File: src/rtl/fp16_accumulator.sv
// fp16 dot-product accumulator.
// Sums N_TERMS fp16 products through a five-state align/add/norm/round FSM.
module fp16_accumulator #(
  parameter int N_TERMS = 4,
  parameter int CNT_W   = 8
) (
  input  logic             CLK,
  input  logic             RESET,
  input  logic             clear,
  input  logic             in_valid,
  output logic             in_ready,
  input  logic [15:0]      in_data,
  output logic             out_valid,
  input  logic             out_ready,
  output logic [15:0]      out_data,
  output logic             busy,
  output logic [CNT_W-1:0] count
);

  typedef enum logic [2:0] {
    S_IDLE, S_ALIGN, S_ADD, S_NORM, S_ROUND
  } state_t;

  state_t state, state_n;

  logic [15:0] acc, op_q;
  logic        accept;

  logic        sgn_q, sub_q, zsign_q, spec_q;
  logic [15:0] spec_v_q;
  logic [4:0]  exp_q;
  logic [13:0] sl_q, ss_q;
  logic [14:0] sum_q;
  logic [13:0] nsig_q;
  logic [4:0]  nexp_q;
  logic        nzero_q, nsign_q;

  assign in_ready = (state == S_IDLE) & ~out_valid & ~clear;
  assign accept   = in_valid & in_ready;
  assign busy     = (state != S_IDLE);

  // State register; reset and clear both abort to IDLE
  always_ff @(posedge CLK) begin
    if (RESET || clear) state <= S_IDLE;
    else                state <= state_n;
  end

  // Next state: every non-idle state lasts one cycle
  always_comb begin
    state_n = state;
    unique case (state)
      S_IDLE:  if (accept) state_n = S_ALIGN;
      S_ALIGN: state_n = S_ADD;
      S_ADD:   state_n = S_NORM;
      S_NORM:  state_n = S_ROUND;
      S_ROUND: state_n = S_IDLE;
      default: state_n = S_IDLE;
    endcase
  end

  // Align: order operands, shift smaller one, detect specials
  logic [15:0] a_op, l_op, s_op, spec_v;
  logic        a_nan, a_inf, b_nan, b_inf, swap, spec;
  logic [4:0]  d;
  logic [10:0] sig_l, sig_s;
  logic [25:0] sh;
  logic [13:0] al;

  always_comb begin
    // An empty accumulator acts as -0, the additive identity
    a_op  = (count == '0) ? 16'h8000 : acc;
    a_nan = (&a_op[14:10]) & (|a_op[9:0]);
    a_inf = (&a_op[14:10]) & ~(|a_op[9:0]);
    b_nan = (&op_q[14:10]) & (|op_q[9:0]);
    b_inf = (&op_q[14:10]) & ~(|op_q[9:0]);
    swap  = op_q[14:0] > a_op[14:0];
    l_op  = swap ? op_q : a_op;
    s_op  = swap ? a_op : op_q;
    sig_l = (|l_op[14:10]) ? {1'b1, l_op[9:0]} : 11'd0;
    sig_s = (|s_op[14:10]) ? {1'b1, s_op[9:0]} : 11'd0;
    d     = l_op[14:10] - s_op[14:10];
    sh    = {sig_s, 15'd0} >> d;
    if (d >= 5'd13) al = {13'd0, |sig_s};
    else            al = {sh[25:13], |sh[12:0]};
    spec   = 1'b1;
    spec_v = 16'h0000;
    if (a_nan)      spec_v = {a_op[15], 15'h7C01};
    else if (b_nan) spec_v = {op_q[15], 15'h7C01};
    else if (a_inf && b_inf && (a_op[15] ^ op_q[15]))
      spec_v = 16'h7C01;
    else if (a_inf) spec_v = a_op;
    else if (b_inf) spec_v = op_q;
    else            spec = 1'b0;
  end

  // Add or subtract aligned significands
  logic [14:0] sum_n;

  always_comb begin
    if (sub_q) sum_n = {1'b0, sl_q} - {1'b0, ss_q};
    else       sum_n = {1'b0, sl_q} + {1'b0, ss_q};
  end

  function automatic logic [3:0] lzc14(input logic [13:0] v);
    lzc14 = 4'd14;
    for (int i = 0; i < 14; i++)
      if (v[i]) lzc14 = 4'(13 - i);
  endfunction

  // Normalize: carry shifts right, otherwise priority-encoded left shift
  logic [3:0]        lz;
  logic [13:0]       nsig;
  logic signed [6:0] ne;
  logic              nzero, nsign;

  always_comb begin
    lz   = lzc14(sum_q[13:0]);
    nsig = sum_q[13:0] << lz;
    ne   = $signed({2'b00, exp_q}) - $signed({3'b000, lz});
    if (sum_q[14]) begin
      nsig = {sum_q[14:2], sum_q[1] | sum_q[0]};
      ne   = $signed({2'b00, exp_q}) + 7'sd1;
    end
    nzero = (sum_q == 15'd0) || (ne < 7'sd1);
    nsign = (sum_q == 15'd0) ? zsign_q : sgn_q;
  end

  // Round to nearest even and pack
  logic        up;
  logic [11:0] rs;
  logic [5:0]  re;
  logic [9:0]  rf;
  logic [15:0] res;

  always_comb begin
    up = nsig_q[2] & (nsig_q[1] | nsig_q[0] | nsig_q[3]);
    rs = {1'b0, nsig_q[13:3]} + {11'd0, up};
    re = {1'b0, nexp_q} + {5'd0, rs[11]};
    rf = rs[11] ? rs[10:1] : rs[9:0];
    if (spec_q)         res = spec_v_q;
    else if (nzero_q)   res = {nsign_q, 15'd0};
    else if (re >= 6'd31)
      res = {nsign_q, 5'h1F, 10'd0};
    else                res = {nsign_q, re[4:0], rf};
  end

  logic [CNT_W-1:0] cnt_n;
  assign cnt_n = count + 1'b1;

  // Datapath registers, counter and output handshake
  always_ff @(posedge CLK) begin
    if (RESET) begin
      acc       <= '0;
      count     <= '0;
      out_valid <= 1'b0;
      out_data  <= '0;
      op_q      <= '0;
      sgn_q     <= 1'b0;
      sub_q     <= 1'b0;
      zsign_q   <= 1'b0;
      spec_q    <= 1'b0;
      spec_v_q  <= '0;
      exp_q     <= '0;
      sl_q      <= '0;
      ss_q      <= '0;
      sum_q     <= '0;
      nsig_q    <= '0;
      nexp_q    <= '0;
      nzero_q   <= 1'b0;
      nsign_q   <= 1'b0;
    end else if (clear) begin
      acc       <= '0;
      count     <= '0;
      out_valid <= 1'b0;
    end else begin
      if (accept) op_q <= in_data;
      if (out_valid && out_ready) begin
        out_valid <= 1'b0;
        acc       <= '0;
        count     <= '0;
      end
      if (state == S_ALIGN) begin
        sgn_q    <= l_op[15];
        sub_q    <= l_op[15] ^ s_op[15];
        zsign_q  <= a_op[15] & op_q[15];
        exp_q    <= l_op[14:10];
        sl_q     <= {sig_l, 3'b000};
        ss_q     <= al;
        spec_q   <= spec;
        spec_v_q <= spec_v;
      end
      if (state == S_ADD) sum_q <= sum_n;
      if (state == S_NORM) begin
        nsig_q  <= nsig;
        nexp_q  <= ne[4:0];
        nzero_q <= nzero;
        nsign_q <= nsign;
      end
      if (state == S_ROUND) begin
        acc   <= res;
        count <= cnt_n;
        if (cnt_n == CNT_W'(N_TERMS)) begin
          out_valid <= 1'b1;
          out_data  <= res;
        end
      end
    end
  end

endmodule

File: config.mk
export PLATFORM = sky130hd
export DESIGN_NAME = fp16_accumulator
export DESIGN_NICKNAME = d
export VERILOG_FILES = /design/src/rtl/fp16_accumulator.sv
export SDC_FILE = /design/constraint.sdc
export NUM_CORES = 1
export LEC_CHECK = 0
export CAP_MARGIN = 20
export CORE_MARGIN = 5
export CORE_UTILIZATION = 55
export DETAILED_ROUTE_END_ITERATION = 10
export DONT_BUFFER_PORTS = 1
export HOLD_SLACK_MARGIN = 0.03
export PLACE_DENSITY_LB_ADDON = 0.12
export SYNTH_ARGS = -nofsm -noshare
export SYNTH_HDL_FRONTEND = slang
export SYNTH_SLANG_ARGS = --single-unit
File: constraint.sdc
create_clock -name CLK -period 10.2 [get_ports CLK]
set_input_delay 2.55 -clock CLK [delete_from_list [all_inputs] [get_ports CLK]]
set_output_delay 2.55 -clock CLK [all_outputs]
set_load 0.02 [all_outputs]
==> results of run 1 <==
-- kinds of logic (layout without fill, tap and decap cells) --
| kind of cell | count (synthesis) | count (layout) | share of synthesized area |
|---|---|---|---|
| xor+xnor | 28 | 28 | 0.02651 |
| mux | 46 | 46 | 0.05932 |
| simple gates | 488 | 488 | 0.2403 |
| flops | 146 | 146 | 0.3066 |
| fa+ha+maj | 53 | 53 | 0.07087 |
| compound gates | 347 | 347 | 0.2404 |
| buf+inv | 133 | 101 | 0.05604 |
-- critical path: stages, from the launching register on --
cell,delay (ns)
dfxtp_1,0.53
inv_1,0.08
ha_1,0.22
or3b_2,0.25
or2_1,0.65
nand2_4,0.13
ha_1,0.77
nand4_1,0.36
nor2_4,0.28
o31ai_1,0.20
a21oi_4,0.17
buf_4,0.51
nand3_2,0.14
o22ai_1,0.28
inv_1,0.09
ha_1,0.71
inv_1,0.20
nand2_1,0.19
o22ai_1,0.16
a211oi_4,0.33
a31oi_1,0.14
o311a_1,0.41
nor4_2,0.17
a2111oi_2,0.08
-- stage by stage --
step	hold WS, ns	worst slack, ns	util	total power [mW]
2_1_floorplan	0.4296	4.524	-	0.7555
3_3_place_gp	0.4395	3.266	0.5581	0.7836
3_5_place_dp	0.4434	3.076	0.5581	0.7845
4_1_cts	0.4529	3.074	0.5940	1.417
5_1_grt	0.4710	2.449	0.5953	1.464
6_report	0.4579	2.972	0.5953	1.411
-- cells in the mapped netlist (5+ instances only) --
library cell | instances | area share
nor4_1 | 10 | 0.0066
inv_1 | 57 | 0.022
ha_1 | 50 | 0.066
a21oi_1 | 125 | 0.066
a211oi_1 | 42 | 0.033
o211ai_1 | 5 | 0.0039
o221ai_1 | 5 | 0.0046
nor3_1 | 38 | 0.020
clkbuf_1 | 61 | 0.024
nand2b_1 | 7 | 0.0046
nand3b_1 | 9 | 0.0071
a31oi_1 | 8 | 0.0052
o22ai_1 | 8 | 0.0052
nor2_1 | 190 | 0.075
a22oi_1 | 16 | 0.013
nand4_1 | 9 | 0.0059
or2_2 | 5 | 0.0033
o21a_1 | 12 | 0.0094
and3_1 | 17 | 0.011
o21ai_0 | 48 | 0.025
xnor2_1 | 18 | 0.017
mux4_2 | 7 | 0.017
mux2i_1 | 32 | 0.034
a21o_1 | 8 | 0.0063
xor2_1 | 9 | 0.0083
a221oi_1 | 8 | 0.0073
nand3_1 | 35 | 0.018
nand2_1 | 114 | 0.045
o31ai_1 | 17 | 0.013
and2_1 | 17 | 0.011
dfxtp_1 | 146 | 0.31
or3_1 | 10 | 0.0066
-- sequential cells by signal, summed over array words and instances, names as in the netlist --
register,flops
acc,16
op_q,16
out_data,16
spec_v_q,16
sum_q,15
nsig_q,14
ss_q,14
sl_q,11
count,8
exp_q,5
nexp_q,5
state,3
nsign_q,1
nzero_q,1
out_valid,1
sgn_q,1
spec_q,1
sub_q,1
zsign_q,1
-- routing by layer --
layer  global-route usage  up-vias
met5                    0        -
met3              0.04044       33
met1               0.3466     4050
met4              0.07929        0
li1                     -     4379
met2               0.3872      223
-- layout make-up --
type / count / area (µm²) / share of cell area
inverters: 59 / 221.5 / 0.02166
well taps: 225 / 281.5 / 0.02753
flip-flops and latches: 146 / 2923 / 0.2859
clock buffers: 17 / 425.4 / 0.04161
multi-input cells: 962 / 6101 / 0.5967
clock inverters: 15 / 190.2 / 0.01860
repair buffers: 10 / 82.58 / 0.008076
-- power breakdown --
| part | internal, mW | switching [mW] | leakage [nW] | total, mW |
|---|---|---|---|---|
| combinational | 0.0695 | 0.121 | 2.38 | 0.190 |
| clock | 0.333 | 0.303 | 0.294 | 0.636 |
| sequential | 0.575 | 0.00969 | 1.18 | 0.584 |
-- worst max path at each step --
| stage | start | to | slack (ns) | depth (start not counted) |
|---|---|---|---|---|
| after floorplan | clear | in_ready | 4.52 | 1 |
| after global placement | count[0]$_SDFFE_PP0P_ | ss_q[0]$_SDFFE_PP0P_ | 3.27 | 23 |
| after detailed placement | count[0]$_SDFFE_PP0P_ | ss_q[0]$_SDFFE_PP0P_ | 3.08 | 23 |
| after CTS | count[0]$_SDFFE_PP0P_ | ss_q[0]$_SDFFE_PP0P_ | 3.07 | 23 |
| after global routing | count[0]$_SDFFE_PP0P_ | ss_q[0]$_SDFFE_PP0P_ | 2.45 | 23 |
| final | count[0]$_SDFFE_PP0P_ | ss_q[0]$_SDFFE_PP0P_ | 2.97 | 23 |
==> results.yml, run 1 <==
die:
  start_util: 0.5551
  rows: 48
  die-area_um2: 20070
  die_w_um: 141.7
  die_h_um: 141.7
  core-area_um2: 17180
  io_pins: 48
clocking:
  cts_root_buf: "clkbuf_16"
  cts_num_sinks: 146
  cts_hold_buf: 0
  h-tree-depth: 4
  cts_buffers: 17
  cts.clk_slew.worst_paths_ns: 0.07
  postCtsSetupBuffers: 0
  clockBufferDepth: 2
  cts_resized: 0
  insertion_delay_ns: 0.43
  cts_tree: "yes"
layout:
  final_cell_mix: "nor2_1 (189), dfxtp_1 (146), a21oi_1 (125), nand2_1 (114), inv_1 (57)"
  layout_commonest_cell: "nor2_1"
  drive_gt1_frac: 0.07610
  syn2layout_area_growth_pct: 7.244
  final_cell_area_um2: 10220
  fin_cells: 1434
  nNetsFinal: 1269
  num_antenna_cells: 0
  fillers: 1610
synth:
  syn_inst: 1241
  ys_ff_latch: 146
  ys_seq_area_frac: 0.3066
  syn_area_um2: 9534
  avgSynthCellArea_um2: 7.683
  ys_types: 87
  yosys_warnings: 0
  synth_edf_count: 0
  async_reset_ff_frac: 0
  synth_nets: 1314
  synthFlopType: "dfxtp_1"
global_routing:
  grt_max_degree: 108
  grtUsageTotal: 0.2464
  grt_pass1_wl_um: 40420
  grt.overflow.total: 0
  first_global_vias: 7810
  antenna_found_initial: 0
critical_path:
  path_class: "register to register"
  rr_endpoint: "ss_q[0]$_SDFFE_PP0P_"
  critPathArrivalTime_ns: 7.53
  r2r_setup_slack_ns: 2.97
  worstPathRequired_ns: 10.50
  ff2ff_path_depth: 23
  crit_path_start_kind: "register"
  cp-end-kind: "register"
  worstReg2RegStart: "count[0]$_SDFFE_PP0P_"
  path_max_fanout: 57
placed_design:
  dpl-instance-area_um2: 9587
  place_hpwl_um: 18070
  dp_cells: 1400
  portBuffers: 0
  gp_congestion: 0.9254
power:
  p_leak_nw: 3.848
  ir_drop_uv: 119.4
  power_per_cell_area_nw_per_um2: 138.0
sta:
  grt_setup_unrepaired: "false"
  slew-limit-headroom: 0.3062
  fmax_mhz: 138.4
  setup_viol: 0
  fin_crit_sh: 0.7086
  finalMaxSlewViolations: 0
  finalSetupTns_ns: 0
  layout_min_cycle_time_ns: 7.228
  worst_slew_pin_slew_ns: 1.036
  fin_skew_ns: 0.01163
  hold_viol: 0
detailed_routing:
  routed_wl_um: 24840
  met2_length_um: 11560
  highest_layer: "met4"
  final_antenna_net_count: 0
  drc_errors: 0
  vias: 8685
  first_iter_violations: 711
  wl_met3_um: 1130
  wire_per_inst_um: 17.32
  wl_met1_um: 11630
  via_per_inst: 6.056
  dr.pass1.iters: 6
worst_hold_path:
  holdPathEnd: "zsign_q$_SDFFE_PP0P_"
  min_path_cells: 2
  worstHoldStart: "zsign_q$_SDFFE_PP0P_"
  hold_class: "register to register"
outcome:
  status: "complete, no violations"
flow_run:
  drv_cap: 0
No activity file was read; power rests on OpenSTA's default activity.
==> run 2: changes to the inputs <==
==> constraint.sdc (replaced) <==
create_clock -name CLK -period 6.2 [get_ports CLK]
set_input_delay 1.55 -clock CLK [delete_from_list [all_inputs] [get_ports CLK]]
set_output_delay 1.55 -clock CLK [all_outputs]
set_load 0.02 [all_outputs]
==> results.yml, run 2 (synthesis results as in run 1) <==
outcome:
  status: "complete, no violations"
sta:
  fin_skew_ns: 0.01391
  grt_setup_unrepaired: "false"
  setup_viol: 0
  hold_viol: 0
  layout_min_cycle_time_ns: 5.718
  fin_crit_sh: 0.9223
  worst_slew_pin_slew_ns: 1.044
  slew-limit-headroom: 0.3004
  finalMaxSlewViolations: 0
  fmax_mhz: 174.9
  finalSetupTns_ns: 0
  timing.hold.ws_ns: 0.4626
clocking:
  cts_num_sinks: 146
  cts_buffers: 17
  postCtsSetupBuffers: 0
  cts.clk_slew.worst_paths_ns: 0.08
  cts_tree: "yes"
  cts_root_buf: "clkbuf_16"
  insertion_delay_ns: 0.44
  clockBufferDepth: 2
  h-tree-depth: 4
layout:
  layout_commonest_cell: "nor2_1"
  syn2layout_area_growth_pct: 7.572
  final_cell_mix: "nor2_1 (189), dfxtp_1 (146), a21oi_1 (125), nand2_1 (114), inv_1 (57)"
  drive_gt1_frac: 0.07997
  num_antenna_cells: 0
  nNetsFinal: 1273
power:
  clkPwrFrac: 0.452
  swShare: 0.3089
  internal_power_mw: 1.610
  ir_drop_uv: 207.9
  seqPwrFrac: 0.413
  power_per_cell_area_nw_per_um2: 227.1
  p_sw_mw: 0.7195
  combPwrFrac: 0.135
  p_leak_nw: 3.867
detailed_routing:
  drc_errors: 0
  vias: 8728
  final_antenna_net_count: 0
  via_per_inst: 6.070
  first_iter_violations: 706
  dr.pass1.iters: 6
  wire_per_inst_um: 17.43
  routed_wl_um: 25070
die:
  die_w_um: 141.7
  rows: 48
  die-area_um2: 20070
  start_util: 0.5551
  core-area_um2: 17180
  die_h_um: 141.7
  io_pins: 48
critical_path:
  path_class: "register to register"
  cp-end-kind: "register"
  ff2ff_path_depth: 20
  cp_slowest_stage_delay_ns: 0.81
  critPathArrivalTime_ns: 6.02
  critPathSlowestCell: "xnor2_2"
  cp_cell_sequence: "or4_4, or2_2, and2_1, inv_1, ha_1, nand4_1, a21oi_1, o31ai_1, a21oi_4, nand3_2, o22ai_1, inv_1, ha_1, a211oi_4, xnor2_2, nor2_1, a221oi_1, o221ai_1, nor4_2, a2111oi_2"
  crit_path_start_kind: "register"
  path_max_fanout: 23
  worstPathRequired_ns: 6.50
flow_run:
  drv_cap: 0
worst_hold_path:
  min_path_cells: 1
  hold_class: "register to register"
global_routing:
  first_global_vias: 7850
  grt.overflow.total: 0
  antenna_found_initial: 0
  grtUsageTotal: 0.2490
  grt_max_degree: 108
  grt_pass1_wl_um: 40580
placed_design:
  gp_congestion: 0.9183
  portBuffers: 0
  place_hpwl_um: 18340
-- run 2: cell types whose count changed in the layout (fill, tap and decap cells not counted) --
cell	previous run	this run
inv_8	3	4
buf_4	9	13
clkinvlp_4	1	2
inv_6	2	1
or2_1	1	0
clkinv_4	2	1
or2_2	5	6
-- run 2: final cells by class --
| cell class | count | area, µm² |
|---|---|---|
| Clock inverter | 15 | 191.4 |
| Sequential cell | 146 | 2923 |
| Inverter | 59 | 221.5 |
| Timing Repair Buffer | 14 | 112.6 |
| Fill cell | 1628 | 6920 |
| Tap cell | 225 | 281.5 |
| Multi-Input combinational cell | 962 | 6101 |
| Clock buffer | 17 | 425.4 |
-- run 2: layer usage --
| layer | global-route usage | wire (µm) | up-vias |
|---|---|---|---|
| li1 | - | - | 4374 |
| met1 | 0.3447 | 11510 | 4046 |
| met2 | 0.3909 | 11460 | 256 |
| met3 | 0.04516 | 1421 | 52 |
| met4 | 0.08737 | 680 | 0 |
| met5 | 0 | 0 | - |
-- run 2: repair_timing --
action	CTS	global route
setup endpoints to repair	0	1
gates resized for setup	0	1
hold buffers	0	0
-- run 2: stage by stage --
step	total power [mW]	util	worst slack (ns)	instances	area [µm²]
global route	2.410	0.5971	0.1235	1438	10260
finish	2.329	0.5971	0.4817	1438	10260
detailed placement	1.293	0.5599	0.4513	1404	9617
global placement	1.294	0.5599	0.5671	1404	9617
CTS	2.339	0.5958	0.4023	1436	10230
floorplan	1.243	-	0.8338	1241	9534
-- run 2: worst paths after layout --
kind              slack [ns]                        to                     start
setup reg to reg        0.48      ss_q[0]$_SDFFE_PP0P_     count[2]$_SDFFE_PP0P_
setup / recovery        0.48      ss_q[0]$_SDFFE_PP0P_     count[2]$_SDFFE_PP0P_
hold / removal          0.46  spec_v_q[4]$_SDFFE_PP0P_  spec_v_q[4]$_SDFFE_PP0P_
hold reg to reg         0.46  spec_v_q[4]$_SDFFE_PP0P_  spec_v_q[4]$_SDFFE_PP0P_
-- run 2: worst max-delay path, delay by kind of cell (launching register included) --
family / cells / cell delay (ns)
and+or+nand+nor: 7 / 2.11
AOI/OAI and AO/OA: 8 / 1.61
xor gates and xnor gates: 1 / 0.81
adders and majority gates: 2 / 0.42
DFF: 1 / 0.42
buffers and inverters: 2 / 0.18
-- run 2: power groups by stage --
| stage | logic [mW] | registers (mW) | clock network, mW |
|---|---|---|---|
| finish | 0.314 | 0.962 | 1.05 |
| global route | 0.343 | 0.963 | 1.10 |
| CTS | 0.311 | 0.962 | 1.07 |
| detailed placement | 0.310 | 0.983 | 0 |
| global placement | 0.311 | 0.983 | 0 |
| floorplan | 0.268 | 0.975 | 0 |
==> run 3: changes to the inputs <==
--- a/config.mk
+++ b/config.mk
@@ -8,10 +8,12 @@
 export CAP_MARGIN = 20
 export CORE_MARGIN = 5
 export CORE_UTILIZATION = 55
+export CTS_BUF_LIST = sky130_fd_sc_hd__clkbuf_8 sky130_fd_sc_hd__clkbuf_16
 export DETAILED_ROUTE_END_ITERATION = 10
 export DONT_BUFFER_PORTS = 1
 export HOLD_SLACK_MARGIN = 0.03
 export PLACE_DENSITY_LB_ADDON = 0.12
+export SETUP_SLACK_MARGIN = 0.2
 export SYNTH_ARGS = -nofsm -noshare
 export SYNTH_HDL_FRONTEND = slang
 export SYNTH_SLANG_ARGS = --single-unit
==> constraint.sdc (replaced) <==
create_clock -name CLK -period 6.99 [get_ports CLK]
set_input_delay 1.7475 -clock CLK [delete_from_list [all_inputs] [get_ports CLK]]
set_output_delay 1.7475 -clock CLK [all_outputs]
set_load 0.02 [all_outputs]
==> results.yml, run 3 (synthesis results as in run 1) <==
global_routing:
  grtUsageTotal: 0.2478
  grt_pass1_wl_um: 40570
  first_global_vias: 7701
  antenna_found_initial: 0
  grt_max_degree: 108
  grt.overflow.total: 0
power:
  p_leak_nw: 3.859
  p_total_mw: 2.058
  ir_drop_uv: 211.3
  power_per_cell_area_nw_per_um2: 200.9
detailed_routing:
  routed_wl_um: 24970
  wire_per_inst_um: 17.39
  drc_errors: 0
  first_iter_violations: 951
  vias: 8758
  via_per_inst: 6.099
  dr.pass1.iters: 6
  final_antenna_net_count: 0
clocking:
  cts_num_sinks: 146
  cts_buffers: 17
  postCtsSetupBuffers: 0
  clockBufferDepth: 2
  insertion_delay_ns: 0.43
  cts.clk_slew.worst_paths_ns: 0.07
  h-tree-depth: 4
  cts_root_buf: "clkbuf_16"
  cts_tree: "yes"
critical_path:
  crit_start: "count[0]$_SDFFE_PP0P_"
  critPathArrivalTime_ns: 6.46
  ff2ff_path_depth: 22
  path_max_fanout: 22
  worstPathRequired_ns: 7.30
  cp-end-kind: "register"
  path_class: "register to register"
  worstReg2RegStart: "count[0]$_SDFFE_PP0P_"
  crit_path_start_kind: "register"
sta:
  fin_skew_ns: 0.01208
  fmax_mhz: 162.7
  finalMaxSlewViolations: 0
  finalSetupTns_ns: 0
  grt_setup_unrepaired: "false"
  timing.hold.ws_ns: 0.4572
  fin_crit_sh: 0.8794
  post-route-worst-setup-slack_ns: 0.8431
  hold_viol: 0
  setup_viol: 0
  slew-limit-headroom: 0.3935
  worst_slew_pin_slew_ns: 0.9033
  layout_min_cycle_time_ns: 6.147
placed_design:
  gp_congestion: 0.9880
  dpl-instance-area_um2: 9602
  place_hpwl_um: 18050
  place_ws_ns: 0.7619
  dp_cells: 1402
  portBuffers: 0
layout:
  drive_gt1_frac: 0.07762
  utilization: 0.5965
  num_antenna_cells: 0
  final_cell_mix: "nor2_1 (189), dfxtp_1 (146), a21oi_1 (125), nand2_1 (114), inv_1 (57)"
  nNetsFinal: 1271
  fin_cells: 1436
  syn2layout_area_growth_pct: 7.467
  layout_commonest_cell: "nor2_1"
  final_cell_area_um2: 10250
worst_hold_path:
  hold_class: "register to register"
  worstHoldStart: "zsign_q$_SDFFE_PP0P_"
  min_path_cells: 2
die:
  start_util: 0.5551
  die-area_um2: 20070
  rows: 48
  core-area_um2: 17180
  die_h_um: 141.7
  io_pins: 48
  die_w_um: 141.7
flow_run:
  drv_cap: 0
outcome:
  status: "complete, no violations"
## run 3: critical path: stages (launching register included)
cell	delay, ns
dfxtp_1	0.53
inv_1	0.08
ha_1	0.21
or3b_2	0.25
or2_1	0.60
nand2_4	0.12
ha_1	0.78
nand4_1	0.36
nor2_4	0.27
o31ai_1	0.20
a21oi_4	0.24
buf_4	0.27
o22ai_1	0.13
inv_1	0.07
ha_1	0.23
buf_4	0.21
nand2_1	0.14
o22ai_1	0.12
a211oi_4	0.36
a31oi_1	0.14
o311a_1	0.40
nor4_2	0.18
a2111oi_2	0.08
## run 3: timing repair
| action | in CTS | in global routing |
|---|---|---|
| hold buffers | 0 | 0 |
| setup endpoints to repair | 0 | 1 |
| resized for setup | 0 | 1 |
## run 3: final timing paths
kind         slack (ns)                   end
max reg2reg        0.84  ss_q[0]$_SDFFE_PP0P_
min                0.46  zsign_q$_SDFFE_PP0P_
min reg2reg        0.46  zsign_q$_SDFFE_PP0P_
max                0.84  ss_q[0]$_SDFFE_PP0P_
## run 3: layout make-up
type / count / area [µm²]
repair buffers: 12 / 97.59
multi-input cells: 962 / 6112
fillers: 1629 / 6930
clock buffers: 17 / 425.4
well taps: 225 / 281.5
inverters: 59 / 221.5
clock inverters: 15 / 185.2
flip-flops and latches: 146 / 2923
## run 3: metal layers
layer | routed length [µm] | track usage | up-vias
met5 | 0 | 0 | -
met4 | 493 | 0.06919 | 0
met3 | 1475 | 0.03943 | 39
met2 | 11450 | 0.3817 | 298
met1 | 11550 | 0.3604 | 4063
li1 | - | - | 4358
## run 3: report_power, final
group          leakage [nW]  switching, mW  internal (mW)
sequential             1.18         0.0141          0.839
combinational          2.39          0.178          0.105
clock                 0.293          0.437          0.486
total                  3.86          0.629           1.43
